===== config.mk =====
export PLATFORM = sky130hd
export DESIGN_NAME = lift_scheduler
export DESIGN_NICKNAME = d
export VERILOG_FILES = /design/src/rtl/lift_pkg.sv /design/src/rtl/lift_target_pick.sv /design/src/rtl/lift_scheduler.sv
export SDC_FILE = /design/constraint.sdc
export NUM_CORES = 1
export LEC_CHECK = 0
export BUFFER_PORTS_ARGS = -buffer_cell sky130_fd_sc_hd__buf_4
export CORE_ASPECT_RATIO = 1.5
export CORE_MARGIN = 4
export CORE_UTILIZATION = 60
export DETAILED_ROUTE_END_ITERATION = 16
export PLACE_DENSITY_LB_ADDON = 0.05
export SYNTH_ARGS = -nofsm -noshare
export SYNTH_HDL_FRONTEND = slang
export SYNTH_SLANG_ARGS = --single-unit

===== constraint.sdc =====
create_clock -name clk -period 3.45 [get_ports clk]
set_input_delay 0.5175 -clock clk [delete_from_list [all_inputs] [get_ports clk]]
set_output_delay 0.5175 -clock clk [all_outputs]
set_load 0.03 [all_outputs]

===== src/rtl/lift_pkg.sv =====
// Shared direction encodings, FSM state type and default floor width
// for the lift scheduler and its SCAN target picker.
package lift_pkg;
  localparam int FLOOR_W_DEF = 3;

  localparam logic [1:0] DIR_IDLE = 2'b00;
  localparam logic [1:0] DIR_UP   = 2'b01;
  localparam logic [1:0] DIR_DOWN = 2'b10;

  typedef enum logic [1:0] {IDLE, DISPATCH, MOVING, DOOR} state_t;
endpackage


===== src/rtl/lift_target_pick.sv =====
// Combinational SCAN search: nearest pending floor strictly beyond cur_floor in the
// travel direction (idle prefers up), otherwise nearest one in the opposite direction.
module lift_target_pick
  import lift_pkg::*;
#(
  parameter int NUM_FLOORS = 8,
  parameter int FLOOR_W    = FLOOR_W_DEF
) (
  input  logic [NUM_FLOORS-1:0] pending,
  input  logic [FLOOR_W-1:0]    cur_floor,
  input  logic [1:0]            dir,
  output logic                  found,
  output logic [FLOOR_W-1:0]    target,
  output logic [1:0]            new_dir
);
  logic [NUM_FLOORS-1:0] above;
  logic [NUM_FLOORS-1:0] below;
  logic [FLOOR_W-1:0]    up_tgt;
  logic [FLOOR_W-1:0]    dn_tgt;

  genvar gi;
  generate
    for (gi = 0; gi < NUM_FLOORS; gi++) begin : g_mask
      assign above[gi] = pending[gi] && (FLOOR_W'(gi) > cur_floor);
      assign below[gi] = pending[gi] && (FLOOR_W'(gi) < cur_floor);
    end
  endgenerate

  // Lowest set bit above, highest set bit below: the last assignment in each loop wins.
  always_comb begin
    up_tgt = '0;
    dn_tgt = '0;
    for (int i = NUM_FLOORS - 1; i >= 0; i--) begin
      if (above[i]) up_tgt = FLOOR_W'(i);
    end
    for (int i = 0; i < NUM_FLOORS; i++) begin
      if (below[i]) dn_tgt = FLOOR_W'(i);
    end
  end

  always_comb begin
    found   = |(above | below);
    target  = cur_floor;
    new_dir = DIR_IDLE;
    if (dir == DIR_DOWN) begin
      if (|below) begin
        target  = dn_tgt;
        new_dir = DIR_DOWN;
      end else if (|above) begin
        target  = up_tgt;
        new_dir = DIR_UP;
      end
    end else begin
      if (|above) begin
        target  = up_tgt;
        new_dir = DIR_UP;
      end else if (|below) begin
        target  = dn_tgt;
        new_dir = DIR_DOWN;
      end
    end
  end
endmodule


===== src/rtl/lift_scheduler.sv =====
// SCAN lift scheduler: pending-request bitmap, valid/ready target offer, door hold timer.
// Define LIFT_SCHED_STATS_EN to build the saturating serviced-stop counter on svc_count.
module lift_scheduler
  import lift_pkg::*;
#(
  parameter int NUM_FLOORS  = 8,
  parameter int FLOOR_W     = FLOOR_W_DEF,
  parameter int DOOR_CYCLES = 16
) (
  input  logic                  clk,
  input  logic                  rst,
  input  logic                  req_valid,
  input  logic [FLOOR_W-1:0]    req_floor,
  output logic                  tgt_valid,
  output logic [FLOOR_W-1:0]    tgt_floor,
  input  logic                  tgt_ready,
  input  logic                  arrive,
  input  logic [FLOOR_W-1:0]    arrive_floor,
  output logic [1:0]            dir,
  output logic                  door_open,
  output logic [NUM_FLOORS-1:0] pending,
  output logic [15:0]           svc_count
);
  localparam int TIMER_W = $clog2(DOOR_CYCLES + 1);
  localparam logic [TIMER_W-1:0] DOOR_LOAD = TIMER_W'(DOOR_CYCLES - 1);

  state_t                state_reg, state_next;
  logic [NUM_FLOORS-1:0] pending_reg, pending_next;
  logic [FLOOR_W-1:0]    cur_floor_reg, cur_floor_next;
  logic [FLOOR_W-1:0]    tgt_floor_reg, tgt_floor_next;
  logic                  tgt_valid_reg, tgt_valid_next;
  logic [1:0]            dir_reg, dir_next;
  logic [TIMER_W-1:0]    timer_reg, timer_next;
  logic [NUM_FLOORS-1:0] req_hit, arrive_hit, cur_hit, set_mask, clr_mask;
  logic                  pick_found;
  logic [FLOOR_W-1:0]    pick_target;
  logic [1:0]            pick_dir;

  // One-hot decode; floors >= NUM_FLOORS decode to nothing and are dropped.
  genvar gi;
  generate
    for (gi = 0; gi < NUM_FLOORS; gi++) begin : g_hit
      assign req_hit[gi]    = req_valid && (req_floor == FLOOR_W'(gi));
      assign arrive_hit[gi] = (arrive_floor == FLOOR_W'(gi));
      assign cur_hit[gi]    = (cur_floor_reg == FLOOR_W'(gi));
    end
  endgenerate

  lift_target_pick #(
    .NUM_FLOORS (NUM_FLOORS),
    .FLOOR_W    (FLOOR_W)
  ) u_pick (
    .pending   (pending_reg),
    .cur_floor (cur_floor_reg),
    .dir       (dir_reg),
    .found     (pick_found),
    .target    (pick_target),
    .new_dir   (pick_dir)
  );

  always_comb begin
    state_next     = state_reg;
    cur_floor_next = cur_floor_reg;
    tgt_floor_next = tgt_floor_reg;
    tgt_valid_next = tgt_valid_reg;
    dir_next       = dir_reg;
    timer_next     = timer_reg;
    set_mask       = req_hit;
    clr_mask       = '0;
    case (state_reg)
      IDLE: begin
        if (pending_reg == '0) begin
          dir_next = DIR_IDLE;
        end else if ((pending_reg & cur_hit) != '0) begin
          clr_mask   = cur_hit;
          timer_next = DOOR_LOAD;
          state_next = DOOR;
        end else begin
          state_next     = DISPATCH;
          tgt_valid_next = 1'b1;
          tgt_floor_next = pick_target;
          dir_next       = pick_dir;
        end
      end
      DISPATCH: begin
        if (tgt_ready) begin
          tgt_valid_next = 1'b0;
          state_next     = MOVING;
        end
      end
      MOVING: begin
        if (arrive) begin
          cur_floor_next = arrive_floor;
          clr_mask       = arrive_hit;
          timer_next     = DOOR_LOAD;
          state_next     = DOOR;
        end
      end
      DOOR: begin
        // A call for the floor we are standing at just keeps the door open.
        if (req_valid && (req_floor == cur_floor_reg)) begin
          set_mask   = '0;
          timer_next = DOOR_LOAD;
        end else if (timer_reg != '0) begin
          timer_next = timer_reg - TIMER_W'(1);
        end else if (pick_found) begin
          state_next     = DISPATCH;
          tgt_valid_next = 1'b1;
          tgt_floor_next = pick_target;
          dir_next       = pick_dir;
        end else begin
          state_next = IDLE;
          dir_next   = DIR_IDLE;
        end
      end
      default: state_next = IDLE;
    endcase
    // Clear wins so a same-cycle request for the floor being served ends up served.
    pending_next = (pending_reg | set_mask) & ~clr_mask;
  end

  always_ff @(posedge clk or posedge rst) begin
    if (rst) begin
      state_reg     <= IDLE;
      pending_reg   <= '0;
      cur_floor_reg <= '0;
      tgt_floor_reg <= '0;
      tgt_valid_reg <= 1'b0;
      dir_reg       <= DIR_IDLE;
      timer_reg     <= '0;
    end else begin
      state_reg     <= state_next;
      pending_reg   <= pending_next;
      cur_floor_reg <= cur_floor_next;
      tgt_floor_reg <= tgt_floor_next;
      tgt_valid_reg <= tgt_valid_next;
      dir_reg       <= dir_next;
      timer_reg     <= timer_next;
    end
  end

  assign tgt_valid = tgt_valid_reg;
  assign tgt_floor = tgt_floor_reg;
  assign dir       = dir_reg;
  assign door_open = (state_reg == DOOR);
  assign pending   = pending_reg;

`ifdef LIFT_SCHED_STATS_EN
  logic [15:0] svc_count_reg;

  always_ff @(posedge clk or posedge rst) begin
    if (rst) begin
      svc_count_reg <= 16'h0000;
    end else if ((state_next == DOOR) && (state_reg != DOOR) && (svc_count_reg != 16'hFFFF)) begin
      svc_count_reg <= svc_count_reg + 16'd1;
    end
  end

  assign svc_count = svc_count_reg;
`else
  assign svc_count = 16'h0000;
`endif
endmodule

# After elaboration in Yosys (flattened, before gate mapping)

Cells that the tools add are included.

RAM bits: 0
Memories: 0
Input port bits: 11
Logic and storage cells: 173
Bits in registers: 24
ROM bits: 0
Latch bits: 0

Muxes and demuxes: 64
Add/sub/neg operators: 1
Reductions and logical operators: 44
Divide/modulo/power cells: 0
$lt $le $gt $ge: 16
Equality and inequality tests: 36
Bitwise logic cells: 5
Shifts and indexed selects: 0
Multiply operators: 0

Operators with widths:

| operator           | count |
|---|---|
| $mux 3             | 22 |
| $mux 8             | 5 |
| $eq 3x3->1 const B | 12 |
| $mux 2             | 17 |
| $logic_and 1x1->1  | 25 |
| $mux 5             | 5 |
| $reduce_or 8->1    | 3 |
| $eq 3x2->1 const B | 6 |
| $and 8x8->8        | 2 |
| $or 8x8->8         | 2 |
| $pmux 8 s2         | 1 |
| $pmux 5 s3         | 1 |
| $ne 2x2->1 const B | 7 |
| $gt 3x3->1 const A | 4 |
| $lt 3x3->1 const A | 4 |
| $reduce_and 5->1   | 2 |
| $eq 3x1->1 const B | 3 |
| $logic_not 3->1    | 3 |
| $mux 1             | 9 |
| $logic_not 8->1    | 1 |
| $not 8->8          | 1 |
| $pmux 2 s4         | 1 |
| $reduce_bool 8->1  | 1 |
| $reduce_and 7->1   | 1 |
| 21 further kinds   | 28 |

# Logic depth before layout (Yosys ltp)

Gate-level depths: netlist (run 1).

Word-level depth: 17
Mapped depth: 8
Depth with buffers taken out: 8

# Hierarchy

Synthesis (run 1) repeated with hierarchy kept, for this count alone.

Cells, all modules: 266
Area, all modules: 2257.2 um2

By module, submodules not included:

| module           | area each (um2) | instances | seq. area each (um2) | cells an instance |
|---|---|---|---|---|
| lift_scheduler   | 1726.7          | 1         | 600.6                | 181 |
| lift_target_pick | 530.5           | 1         | 0.0                  | 85 |

# Least setup slack after synthesis (run 1)

No wires, ideal clock.

Path type: flip-flop to flip-flop
Start: reg pending_reg[5] (netlist: pending[5])
End: reg tgt_floor_reg[0] (netlist: tgt_floor[0])
Data required time: 3.330 ns
Arrival: 2.200 ns
Setup time: 0.120 ns
Period minus slack after synthesis: 2.321 ns
Cell stages (with the launch flop): 8
Buffers on the path: 1
Slack: 1.129 ns
Cells stage by stage: dfrtp_1 -> buf_4 -> or3b_1 -> a21oi_2 -> nor2_1 -> and3_1 -> or4_1 -> a41o_1

Longest elaborated chain between the ends: 14

Ends and longest elaborated chain:

| element                | line                   | RTL |
|---|---|---|
| from (decl)            | lift_scheduler.sv:28   | `logic [NUM_FLOORS-1:0] pending_reg, pending_next;` |
| from (signal assigned) | lift_scheduler.sv:133  | `pending_reg <= pending_next;` |
| $logic_and 1x1->1      | lift_target_pick.sv:24 | `assign above[gi] = pending[gi] && (FLOOR_W'(gi) > cur_floor);` |
| $mux 3 (6 in series)   | lift_target_pick.sv:34 | `if (above[i]) up_tgt = FLOOR_W'(i);` |
| $mux 3                 | lift_target_pick.sv:49 | `end else if (\|above) begin` |
| $mux 3                 | lift_target_pick.sv:46 | `if (\|below) begin` |
| $mux 3                 | lift_target_pick.sv:45 | `if (dir == DIR_DOWN) begin` |
| $mux 3                 | lift_scheduler.sv:106  | `end else if (pick_found) begin` |
| $mux 3                 | lift_scheduler.sv:104  | `end else if (timer_reg != '0) begin` |
| $mux 3                 | lift_scheduler.sv:101  | `if (req_valid && (req_floor == cur_floor_reg)) begin` |
| $pmux 3 s2             | lift_scheduler.sv:70   | `case (state_reg)` |
| to (signal assigned)   | lift_scheduler.sv:135  | `tgt_floor_reg <= tgt_floor_next;` |
| to (decl)              | lift_scheduler.sv:30   | `logic [FLOOR_W-1:0] tgt_floor_reg, tgt_floor_next;` |

Parallel ways exist; a longest one is shown, timed or not. The select of a mux whose other input is x is not followed.
A chain may end at the register's enable or synchronous reset.

# Final worst setup path (run 1)

Start: reg cur_floor_reg[1]
End: reg tgt_floor_reg[2] (netlist: tgt_floor[2])

Longest elaborated chain between the ends: 17

Ends and longest elaborated chain:

| element                | line                   | RTL |
|---|---|---|
| from (decl)            | lift_scheduler.sv:29   | `logic [FLOOR_W-1:0] cur_floor_reg, cur_floor_next;` |
| from (signal assigned) | lift_scheduler.sv:134  | `cur_floor_reg <= cur_floor_next;` |
| $gt 3x3->1             | lift_target_pick.sv:24 |  |
| $logic_and 1x1->1      | lift_target_pick.sv:24 |  |
| $mux 3 (8 in series)   | lift_target_pick.sv:34 |  |
| $mux 3                 | lift_target_pick.sv:49 |  |
| $mux 3                 | lift_target_pick.sv:46 |  |
| $mux 3                 | lift_target_pick.sv:45 |  |
| $mux 3                 | lift_scheduler.sv:106  |  |
| $mux 3                 | lift_scheduler.sv:104  |  |
| $mux 3                 | lift_scheduler.sv:101  |  |
| $pmux 3 s2             | lift_scheduler.sv:70   |  |

Parallel ways exist; a longest one is shown, timed or not. The select of a mux whose other input is x is not followed.

==> metrics.md, run 1 <==
| Metric | Value |
|---|---|
| N_diodes | 0 |
| Post-CTS setup buffers | 0 |
| Avg WL per Cell | roughly 16 µm |
| Unrepaired setup endpoints after global routing | no |
| Hold_buf cts | 0 |
| Initial Utilization | roughly three fifths |
| PnR worst setup slack | around 0.67 ns |
| Slew Viols, Final | 0 |
| Worst r2r src | cur_floor_reg[1]$_DFFE_PP0P_ |
| CTS sink count | 24 |
| Share of layout cells above drive strength 1 | around 17% |
| Ys flop type | dfrtp_1 |
| Worst-margin pin slew | 0.924 ns |
| CTS tree | yes |
| Post-Synthesis Cells | 251 |
| Setup violations, final | 0 |
| FF-to-FF path depth | 6 |
| PortBufs | 25 |
| Critical Path End Type | register |
| Post-synthesis async set-or-reset flop share | between 90% and 100% |
| Clk pin slew, worst setup/hold paths | ~0.09 ns |
| Final Instance Area | 2270 µm² |
| Fmax | approximately 360 MHz |
| Crit Path Max Fanout | 20 |
| Post-synth EDFFs | 0 |
| Largest net degree at the start of global routing | 25 |
| Netlist Area Pre-Place | between 2000 and 2500 µm² |
| Yosys reg bits | 24 |
| Die width | roughly 56 µm |
| First-pass GRT wire length | 8.33 mm |
| Final hold slack | between 0.4 and 0.5 ns |
| HP Class | in2async |
| Placed Cells | 307 |
| Crit path kind | reg2reg |
| Via density | ~6.3 |
| Fin. Hold Viols | 0 |
| Synth unique cells | 58 |
| Non-Filler Instances | around 310 |
| Fillcell total | ~310 |
| # IOs | between 40 and 50 |
| Yosys warns | 0 |
| Die ar. | 4520 µm² |
| Peak VDD IR | between 0.8 and 0.9 mV |
| Crit path launch type | register |
| Pre-antenna DRT Iters | 4 |
| Max FFs per register | 8 |
| Die height | approximately 80 µm |
| Avg Cell Area, Syn | ~8.4 µm² |
| Slew margin rel. | around two fifths |
| Iteration-0 DRC Markers | about 110 |
| Total of max-cap violations | 0 |
| Num CTS Buffers | 3 |
| Num rows | 26 |
| Vias in the first global route | roughly 1800 |
| Status | completed |
| Worst Path Required | ~3.6 ns |
| Leakage | 1.03 nW |
| H-tree depth | 1 |
| GRT Util Overall | a little under a quarter |
| Clock root cell | clkbuf_8 |
| R2R Path End | tgt_floor[2]$_DFFE_PP0P_ |
| Routed wire length | just over 5 mm |
| GPL Wtd Cong | 0.923 |
| Clk_skew | between 0.005 and 0.006 ns |
| Area after DPL | about 2200 µm² |
| Worst skew pair latency | around 0.27 ns |
| Power density over the cells | between 1000 and 1500 nW/µm² |
| CP Data Arrival Time | between 2 and 3 ns |
| Clock Path Buffers | 2 |
| Register area share after synthesis | approximately 29% |
| Core area | between 3000 and 4000 µm² |
| Area Growth Syn to Fin | 8.41% |
| Initial antenna violation count | 0 |
| Pre-CTS setup slack | between 0.7 and 0.8 ns |
| Congestion Overflow GR | 0 |
| Final HPWL DP | ~3.8 mm |
| Total power | around 2.4 mW |
| DRC violations left | 0 |
| Resize count post-CTS | 0 |
| Final worst-path cycle share | just over 80% |
| Final antenna-violating net count | 0 |
| Layout Nets | about 290 |
| Fin crit period | around 2.8 ns |
| DR vias | between 1500 and 2000 |
| Reg2reg setup slack | 0.67 ns |
| Fin Setup TNS | 0 ns |
| Finished Core Util | roughly two thirds |
[routing by layer]
| layer | track usage (%) | vias up | part of all wire, % |
|---|---|---|---|
| met4 | 10.5 | 0 | 2.2 |
| met1 | 27.4 | 927 | 41 |
| li1 | - | 940 | - |
| met5 | 0 | - | 0 |
| met3 | 2.25 | 14 | 6.2 |
| met2 | 41.5 | 91 | 51 |
[Yosys cell counts, types with 3 or more instances]
library cell,number,area share (%)
nand4_1,4,1.2
nor2b_1,8,2.4
o21ai_0,8,1.9
nor3_1,3,0.72
mux2_2,5,2.7
clkbuf_1,6,1.1
nor4_1,4,1.2
mux2i_1,3,1.4
buf_4,17,6.1
xor2_1,3,1.3
and3_1,7,2.1
nand2b_1,9,2.7
nand3_1,6,1.4
nor2_1,21,3.8
nand2_1,11,2.0
a311oi_1,3,1.3
a31oi_1,7,2.1
o211ai_1,4,1.4
dfrtp_1,24,29
inv_1,12,2.1
a211oi_1,5,1.8
ha_1,6,3.6
a21o_1,4,1.4
a21oi_1,24,5.7
[worst max-delay path, stage by stage (launching register included)]
cell,delay [ns]
dfrtp_1,0.80
clkinv_1,0.43
o211ai_1,0.23
nor3b_1,0.51
a21oi_1,0.16
and3_1,0.24
mux2_1,0.31
[worst max-delay path by stage]
stage | end | startpoint | depth (start not counted)
2_1_floorplan | tgt_floor[0]$_DFFE_PP0P_ | pending[5]$_DFF_PP0_ | 7
3_5_place_dp | tgt_floor[2]$_DFFE_PP0P_ | cur_floor_reg[1]$_DFFE_PP0P_ | 6
6_report | tgt_floor[2]$_DFFE_PP0P_ | cur_floor_reg[1]$_DFFE_PP0P_ | 6
5_1_grt | tgt_floor[1]$_DFFE_PP0P_ | cur_floor_reg[1]$_DFFE_PP0P_ | 6
4_1_cts | tgt_floor[2]$_DFFE_PP0P_ | cur_floor_reg[1]$_DFFE_PP0P_ | 6
3_3_place_gp | tgt_floor[1]$_DFFE_PP0P_ | cur_floor_reg[1]$_DFFE_PP0P_ | 6
[where the power goes]
part           internal, mW  switching (mW)  leakage, nW
logic                 0.638           0.929        0.734
registers             0.404           0.245        0.272
clock network         0.102          0.0916       0.0288
total                  1.14            1.27         1.03
[cells by family after synthesis]
kind of cell	after synthesis	synth area share, %
compound gates	84	28.8
xor+xnor	3	1.25
fa+ha+maj	6	3.58
buf+inv	40	11.0
flops	24	28.6
mux	10	5.19
other cells	1	0.179
simple gates	83	21.3
[placed cells by master, fill, tap and decap left out, types with 5 or more instances in the layout]
cell       n
buf_4     26
a21oi_1   24
dfrtp_1   24
nor2_1    21
conb_1    16
inv_1     12
nand2_1   11
nand2b_1   9
nor2b_1    8
o21ai_0    8
a31oi_1    7
and3_1     7
nand3_1    6
ha_1       6
mux2_2     5
a211oi_1   5
[final cells by class]
class	count	area [µm²]	share of cell area, %
Multi-Input combinational cell	202	1320	58.1
Inverter	13	48.8	2.15
Clock buffer	4	55.1	2.42
Tap cell	42	52.6	2.31
Sequential cell	24	601	26.4
Timing Repair Buffer	26	195	8.59
No activity file was read; power rests on OpenSTA's default activity.
==> run 2, diff against run 1 <==
- CORE_UTILIZATION: 60 -> 50
- clock period: 3.45 -> 2.45 ns (I/O delays scaled with it)
==> metrics.md, run 2 (same netlist as run 1, synthesis figures left out) <==
| Metric | Value |
|---|---|
| Status | completed |
| Clk_skew | ~0.0075 ns |
| Die height | 87.3 µm |
| Clock root cell | clkbuf_8 |
| Num CTS Buffers | 3 |
| CP Data Arrival Time | about 2.5 ns |
| Fin Setup TNS | 0 ns |
| N_diodes | 0 |
| Commonest non-fill, non-tap cell in the layout | buf_4 |
| Largest stage delay on the critical path | 0.55 ns |
| PortBufs | 25 |
| Leakage | between 1 and 1.5 nW |
| PnR worst setup slack | around 0.14 ns |
| Pre-antenna DRT Iters | 4 |
| Clock Path Buffers | 2 |
| Fmax | 432 MHz |
| Final antenna-violating net count | 0 |
| GRT Util Overall | a little under a quarter |
| Max FFs per register | 8 |
| Total of max-cap violations | 0 |
| Worst path bufs/invs | 1 |
| Final worst-path cycle share | 94.5% |
| Fin crit period | 2.31 ns |
| Crit path launch type | register |
| FF+latch area | ~600 µm² |
| Clk pin slew, worst setup/hold paths | 0.09 ns |
| CTS sink count | 24 |
| CTS tree | yes |
| Power density over the cells | approximately 1500 nW/µm² |
| Initial antenna violation count | 0 |
| Fillcell total | roughly 400 |
| Worst-margin pin slew | around 0.59 ns |
| Num rows | 28 |
| Layout Nets | between 300 and 400 |
| DR vias | roughly 2000 |
| DRC violations left | 0 |
| Fin. Hold Viols | 0 |
| Final HPWL DP | 4.25 mm |
| Hold_buf cts | 0 |
| Setup violations, final | 0 |
| Iteration-0 DRC Markers | around 120 |
| Share of layout cells above drive strength 1 | between 20 and 25% |
| Crit-path slowest cell | dfrtp_1 |
| Worst Path Required | roughly 2.6 ns |
| H-tree depth | 1 |
| GPL Wtd Cong | a little under 1 |
| Initial Utilization | ~53% |
| Crit Path Max Fanout | 14 |
| Most frequent cells in the layout | 44 x buf_4, 24 x a21oi_1, 23 x dfrtp_1, 21 x nor2_1, 16 x conb_1 |
| Reg2reg setup slack | about 0.14 ns |
| Area Growth Syn to Fin | 16.0% |
| Vias in the first global route | 1957 |
| Critical Path End Type | register |
| Crit path kind | reg2reg |
| First-pass GRT wire length | ~9.5 mm |
| Die width | approximately 61 µm |
| R2R Path End | tgt_floor[0]$_DFFE_PP0P_ |
| HP Class | in2async |
| Worst skew pair latency | approximately 0.27 ns |
| Cell family with most CP delay | compound AO/OA/AOI/OAI gates |
| Congestion Overflow GR | 0 |
| Area of the multi-input gates | 1320 µm² |
| FF-to-FF path depth | 7 |
| Die ar. | roughly 5300 µm² |
| Unrepaired setup endpoints after global routing | no |
| Routed wire length | around 5.5 mm |
| Avg WL per Cell | about 16 µm |
| Largest net degree at the start of global routing | 25 |
| Worst path cell trace | buf_4, a211oi_2, o22ai_1, a21oi_1, o21ai_1, or4_1, a41o_1 |
| Pre-CTS setup slack | approximately 0.094 ns |
| # IOs | between 40 and 50 |
| Worst r2r src | cur_floor_reg[2]$_DFFE_PP0P_ |
| Peak VDD IR | 0.999 mV |
| Core area | between 3000 and 4000 µm² |
| Via density | 6.01 |
| Slew margin rel. | between 60% and 70% |
| Slew Viols, Final | 0 |
==> run 2: worst max-delay path by stage <==
stage                                  from                       end  slack, ns  depth (start not counted)
6_report       cur_floor_reg[2]$_DFFE_PP0P_  tgt_floor[0]$_DFFE_PP0P_       0.14                          7
3_3_place_gp   cur_floor_reg[1]$_DFFE_PP0P_  tgt_floor[0]$_DFFE_PP0P_       0.17                          7
4_1_cts        cur_floor_reg[1]$_DFFE_PP0P_  tgt_floor[0]$_DFFE_PP0P_       0.08                          7
2_1_floorplan          pending[5]$_DFF_PP0_  tgt_floor[0]$_DFFE_PP0P_       0.13                          7
3_5_place_dp   cur_floor_reg[1]$_DFFE_PP0P_  tgt_floor[0]$_DFFE_PP0P_       0.09                          7
5_1_grt        cur_floor_reg[1]$_DFFE_PP0P_  tgt_floor[0]$_DFFE_PP0P_      0.006                          7
==> run 2: where the power goes <==
part / total (mW) / switching [mW] / internal (mW)
registers: 0.846 / 0.274 / 0.572
logic: 2.53 / 1.43 / 1.10
clock network: 0.277 / 0.133 / 0.144
==> run 2: cell type report <==
type / instances / share of cell area (%)
Inverter: 13 / 2.01
Tap cell: 45 / 2.31
Multi-Input combinational cell: 202 / 54.3
Timing Repair Buffer: 45 / 14.4
Sequential cell: 24 / 24.7
Clock buffer: 4 / 2.26
==> run 2: worst reg2reg max path, stage by stage (launching register included) <==
cell,delay [ns]
dfrtp_1,0.55
buf_4,0.26
a211oi_2,0.15
o22ai_1,0.13
a21oi_1,0.22
o21ai_1,0.14
or4_1,0.52
a41o_1,0.24
==> run 2: routing by layer <==
| layer | vias to the layer above | part of all wire (%) | routed length [µm] | global-route usage, % |
|---|---|---|---|---|
| met5 | - | 0 | 0 | 0 |
| met4 | 0 | 2.8 | 153 | 10.5 |
| met3 | 15 | 4.1 | 223 | 1.93 |
| met2 | 65 | 52 | 2830 | 37.3 |
| met1 | 947 | 42 | 2280 | 30.8 |
| li1 | 975 | - | - | - |
==> run 2: through the flow <==
step | total power [mW] | cells | utilization, % | hold slack (ns) | cell area [µm²]
2_1_floorplan | 2.58 | 266 | - | 0.382 | 2150
3_3_place_gp | 3.36 | 329 | 59.5 | 0.443 | 2380
3_5_place_dp | 3.37 | 329 | 59.5 | 0.455 | 2380
4_1_cts | 3.66 | 333 | 60.9 | 0.152 | 2430
5_1_grt | 4.00 | 333 | 60.9 | 0.162 | 2430
6_report | 3.65 | 333 | 60.9 | 0.141 | 2430
==> run 2: what timing repair did <==
item,in CTS,in global routing
setup endpoints to repair,0,5
setup buffers,0,0
resized for setup,0,1
endpoints found under the hold margin,0,0
==> run 3, diff against run 2 <==
- CAP_MARGIN: default -> 20
- CORE_UTILIZATION: 50 -> 51
- SYNTH_HIERARCHICAL: default -> 1
==> metrics.md, run 3 <==
| Metric | Value |
|---|---|
| Post-synth EDFFs | 0 |
| Post-Synthesis Cells | roughly 270 |
| Slew margin rel. | 35.5% |
| # IOs | 42 |
| Post-CTS setup buffers | 0 |
| Unrepaired setup endpoints after global routing | no |
| Worst Path Required | roughly 2.6 ns |
| Final hold slack | roughly 0.33 ns |
| First-pass GRT wire length | around 9.5 mm |
| Iteration-0 DRC Markers | around 170 |
| Final HPWL DP | approximately 4.4 mm |
| Worst path cell trace | or3b_1, nand4b_2, a211oi_4, nand2_1, nand4_2, a211oi_4, mux2_4 |
| Final antenna-violating net count | 0 |
| Worst skew pair latency | roughly 0.26 ns |
| Top-area cell type share of the netlist area | 26.6% |
| Initial Utilization | about 53% |
| Die ar. | 5580 µm² |
| Most frequent cells in the layout | 41 x buf_4, 24 x dfrtp_1, 21 x nand2_1, 18 x inv_1, 17 x nor2_1 |
| Num rows | 29 |
| DR vias | about 2100 |
| Clock share of power | 6.4% |
| Cell family with most CP delay | simple AND/OR/NAND/NOR gates |
| Share of layout cells above drive strength 1 | around 22% |
| Area leader, netlist | dfrtp_1 |
| Avg Cell Area, Syn | 8.49 µm² |
| Top-count cell post-synth | dfrtp_1 |
| Fmax | roughly 440 MHz |
| GPL Wtd Cong | between 0.8 and 0.9 |
| Yosys warns | 6 |
| Worst r2r src | cur_floor_reg[1]$_DFFE_PP0P_ |
| CP Data Arrival Time | ~2.4 ns |
| HP Class | in2async |
| Vias in the first global route | 2079 |
| PnR worst setup slack | about 0.19 ns |
| Slew Viols, Final | 0 |
| Register share of total power | between 20 and 30% |
| Area Growth Syn to Fin | 12.0% |
| Reg2reg setup slack | between 0.15 and 0.2 ns |
| Core area | roughly 4200 µm² |
| Crit-path slowest cell | dfrtp_1 |
| FF-to-FF path depth | 7 |
| P_sw | about 1.8 mW |
| Met3 Use GR | under 10% |
| Clk pin slew, worst setup/hold paths | roughly 0.080 ns |
| Resize count post-CTS | 0 |
| Pre-CTS setup slack | approximately 0.21 ns |
| Setup crit start | cur_floor_reg[1]$_DFFE_PP0P_ |
| Critical Path End Type | register |
| Ys flop type | dfrtp_1 |
| Synth area leaders | dfrtp_1 27%, buf_4 6.0%, nor2b_1 3.6%, a21oi_1 3.5%, nand2_1 3.5% |
| R2R Path End | tgt_floor[0]$_DFFE_PP0P_ |
| Crit path launch type | register |
| CTS sink count | 24 |
| Register area share after synthesis | around a quarter |
| CTS tree | yes |
| Hold_buf cts | 0 |
| Setup violations, final | 0 |
| Power density over the cells | 1420 nW/µm² |
| Num CTS Buffers | 3 |
| Setup crit end | tgt_floor[0]$_DFFE_PP0P_ |
| Worst-margin pin slew | between 0.9 and 1 ns |
| Fin Setup TNS | 0 ns |
| Die height | roughly 90 µm |
| Largest net degree at the start of global routing | 25 |
| H-tree depth | 1 |
| Peak VDD IR | approximately 0.86 mV |
| Clock root cell | clkbuf_8 |
| Avg WL per Cell | ~17 µm |
| Leakage | between 1 and 1.5 nW |
| Met2 GRT Util | a little under two fifths |
| Yosys reg bits | 24 |
| Largest stage delay on the critical path | between 0.5 and 0.6 ns |
| Levels on crit path | 7 |
| Final worst-path cycle share | about 92% |
| Crit Path Max Fanout | 15 |
| Finished Core Util | between 50% and 60% |
| PortBufs | 25 |
| Clock Path Buffers | 2 |
| Fin. Hold Viols | 0 |
| Layout Nets | between 300 and 400 |
| Commonest non-fill, non-tap cell in the layout | buf_4 |
| Via density | 6.05 |
| Switching Fraction | about 51% |
| Synth top cells by count | 24 x dfrtp_1, 21 x nand2_1, 18 x buf_4, 18 x inv_1, 17 x nor2_1 |
| Max FFs per register | 8 |
| Die width | between 60 and 70 µm |
| Crit path kind | reg2reg |
| Top Usage Layer GRT | met2 |
| Pre-antenna DRT Iters | 5 |
| DRC violations left | 0 |
| Initial antenna violation count | 0 |
| Synth unique cells | slightly below 70 |
| Comb pwr share | about two thirds |
| Worst path bufs/invs | 0 |
| Post-synthesis async set-or-reset flop share | 100% |
| Internal Power | 1.75 mW |
| Fin crit period | approximately 2.3 ns |
| Netlist Area Pre-Place | 2260 µm² |
| Clk_skew | around 0.0028 ns |
| Status | completed |
| Grt met1 use | about a quarter |
| Congestion Overflow GR | 0 |
| Total of max-cap violations | 0 |
| N_diodes | 0 |
| GRT Util Overall | between 20% and 30% |
| Cell repeated most along the worst path | a211oi_4 |
| Non-Filler Instances | 345 |
| Routed wire length | around 5.7 mm |
| Placed Cells | 342 |
==> run 3: cell types whose count changed after synthesis, sizes merged, moves of 4 or more <==
cell / previous run / this run
o211ai: 4 / 0
nor2b: 8 / 13
nor2: 21 / 17
inv: 12 / 19
nand2b: 9 / 5
a21oi: 25 / 16
a21o: 4 / 0
and3: 8 / 3
o21ai: 10 / 16
clkbuf: 6 / 2
nand2: 11 / 21
==> run 3: layout make-up <==
class / instances / area (µm²)
Sequential cell: 24 / 601
Tap cell: 46 / 57.6
Fill cell: 406 / 1720
Inverter: 19 / 71.3
Timing Repair Buffer: 41 / 308
Clock buffer: 3 / 41.3
Multi-Input combinational cell: 212 / 1450
==> run 3: worst min-delay path by stage <==
stage	cells past startpoint	to	start
finish	2	timer_reg[0]$_DFFE_PP0P_	rst
global route	2	cur_floor_reg[2]$_DFFE_PP0P_	rst
CTS	2	timer_reg[1]$_DFFE_PP0P_	rst
detailed placement	1	tgt_valid$_DFFE_PP0P_	tgt_valid$_DFFE_PP0P_
global placement	1	tgt_valid$_DFFE_PP0P_	tgt_valid$_DFFE_PP0P_
floorplan	1	cur_floor_reg[0]$_DFFE_PP0P_	rst
==> run 3: stage by stage <==
| step | area, µm² | power [mW] |
|---|---|---|
| 2_1_floorplan | 2310 | 2.65 |
| 3_3_place_gp | 2490 | 3.34 |
| 3_5_place_dp | 2490 | 3.34 |
| 4_1_cts | 2530 | 3.59 |
| 5_1_grt | 2530 | 3.89 |
| 6_report | 2530 | 3.59 |
==> run 3: power by group through the flow <==
stage	Sequential [mW]	Combinational, mW	Clock (mW)
after global placement	0.896	2.44	0
after detailed placement	0.895	2.45	0
after CTS	0.890	2.46	0.238
final	0.898	2.46	0.228
after global routing	0.937	2.70	0.253
after floorplan	0.993	1.66	0
==> run 3: logic make-up (layout without fill, tap and decap cells) <==
family / count (synthesis) / after routing / synth area share, %
AO/OA/AOI/OAI: 84 / 84 / 27.7
adder cells (fa/ha/maj): 6 / 6 / 3.33
XOR/XNOR: 3 / 3 / 1.83
AND/OR/NAND/NOR: 92 / 92 / 23.0
multiplexers: 11 / 11 / 5.65
flip-flops: 24 / 24 / 26.6
other: 1 / 16 / 0.166
buffers and inverters: 45 / 63 / 11.7
==> run 3: routing by layer <==
layer,vias to the layer above,wire [µm]
met5,-,0
met4,0,173
met3,13,282
met2,67,3010
met1,999,2230
li1,1009,-
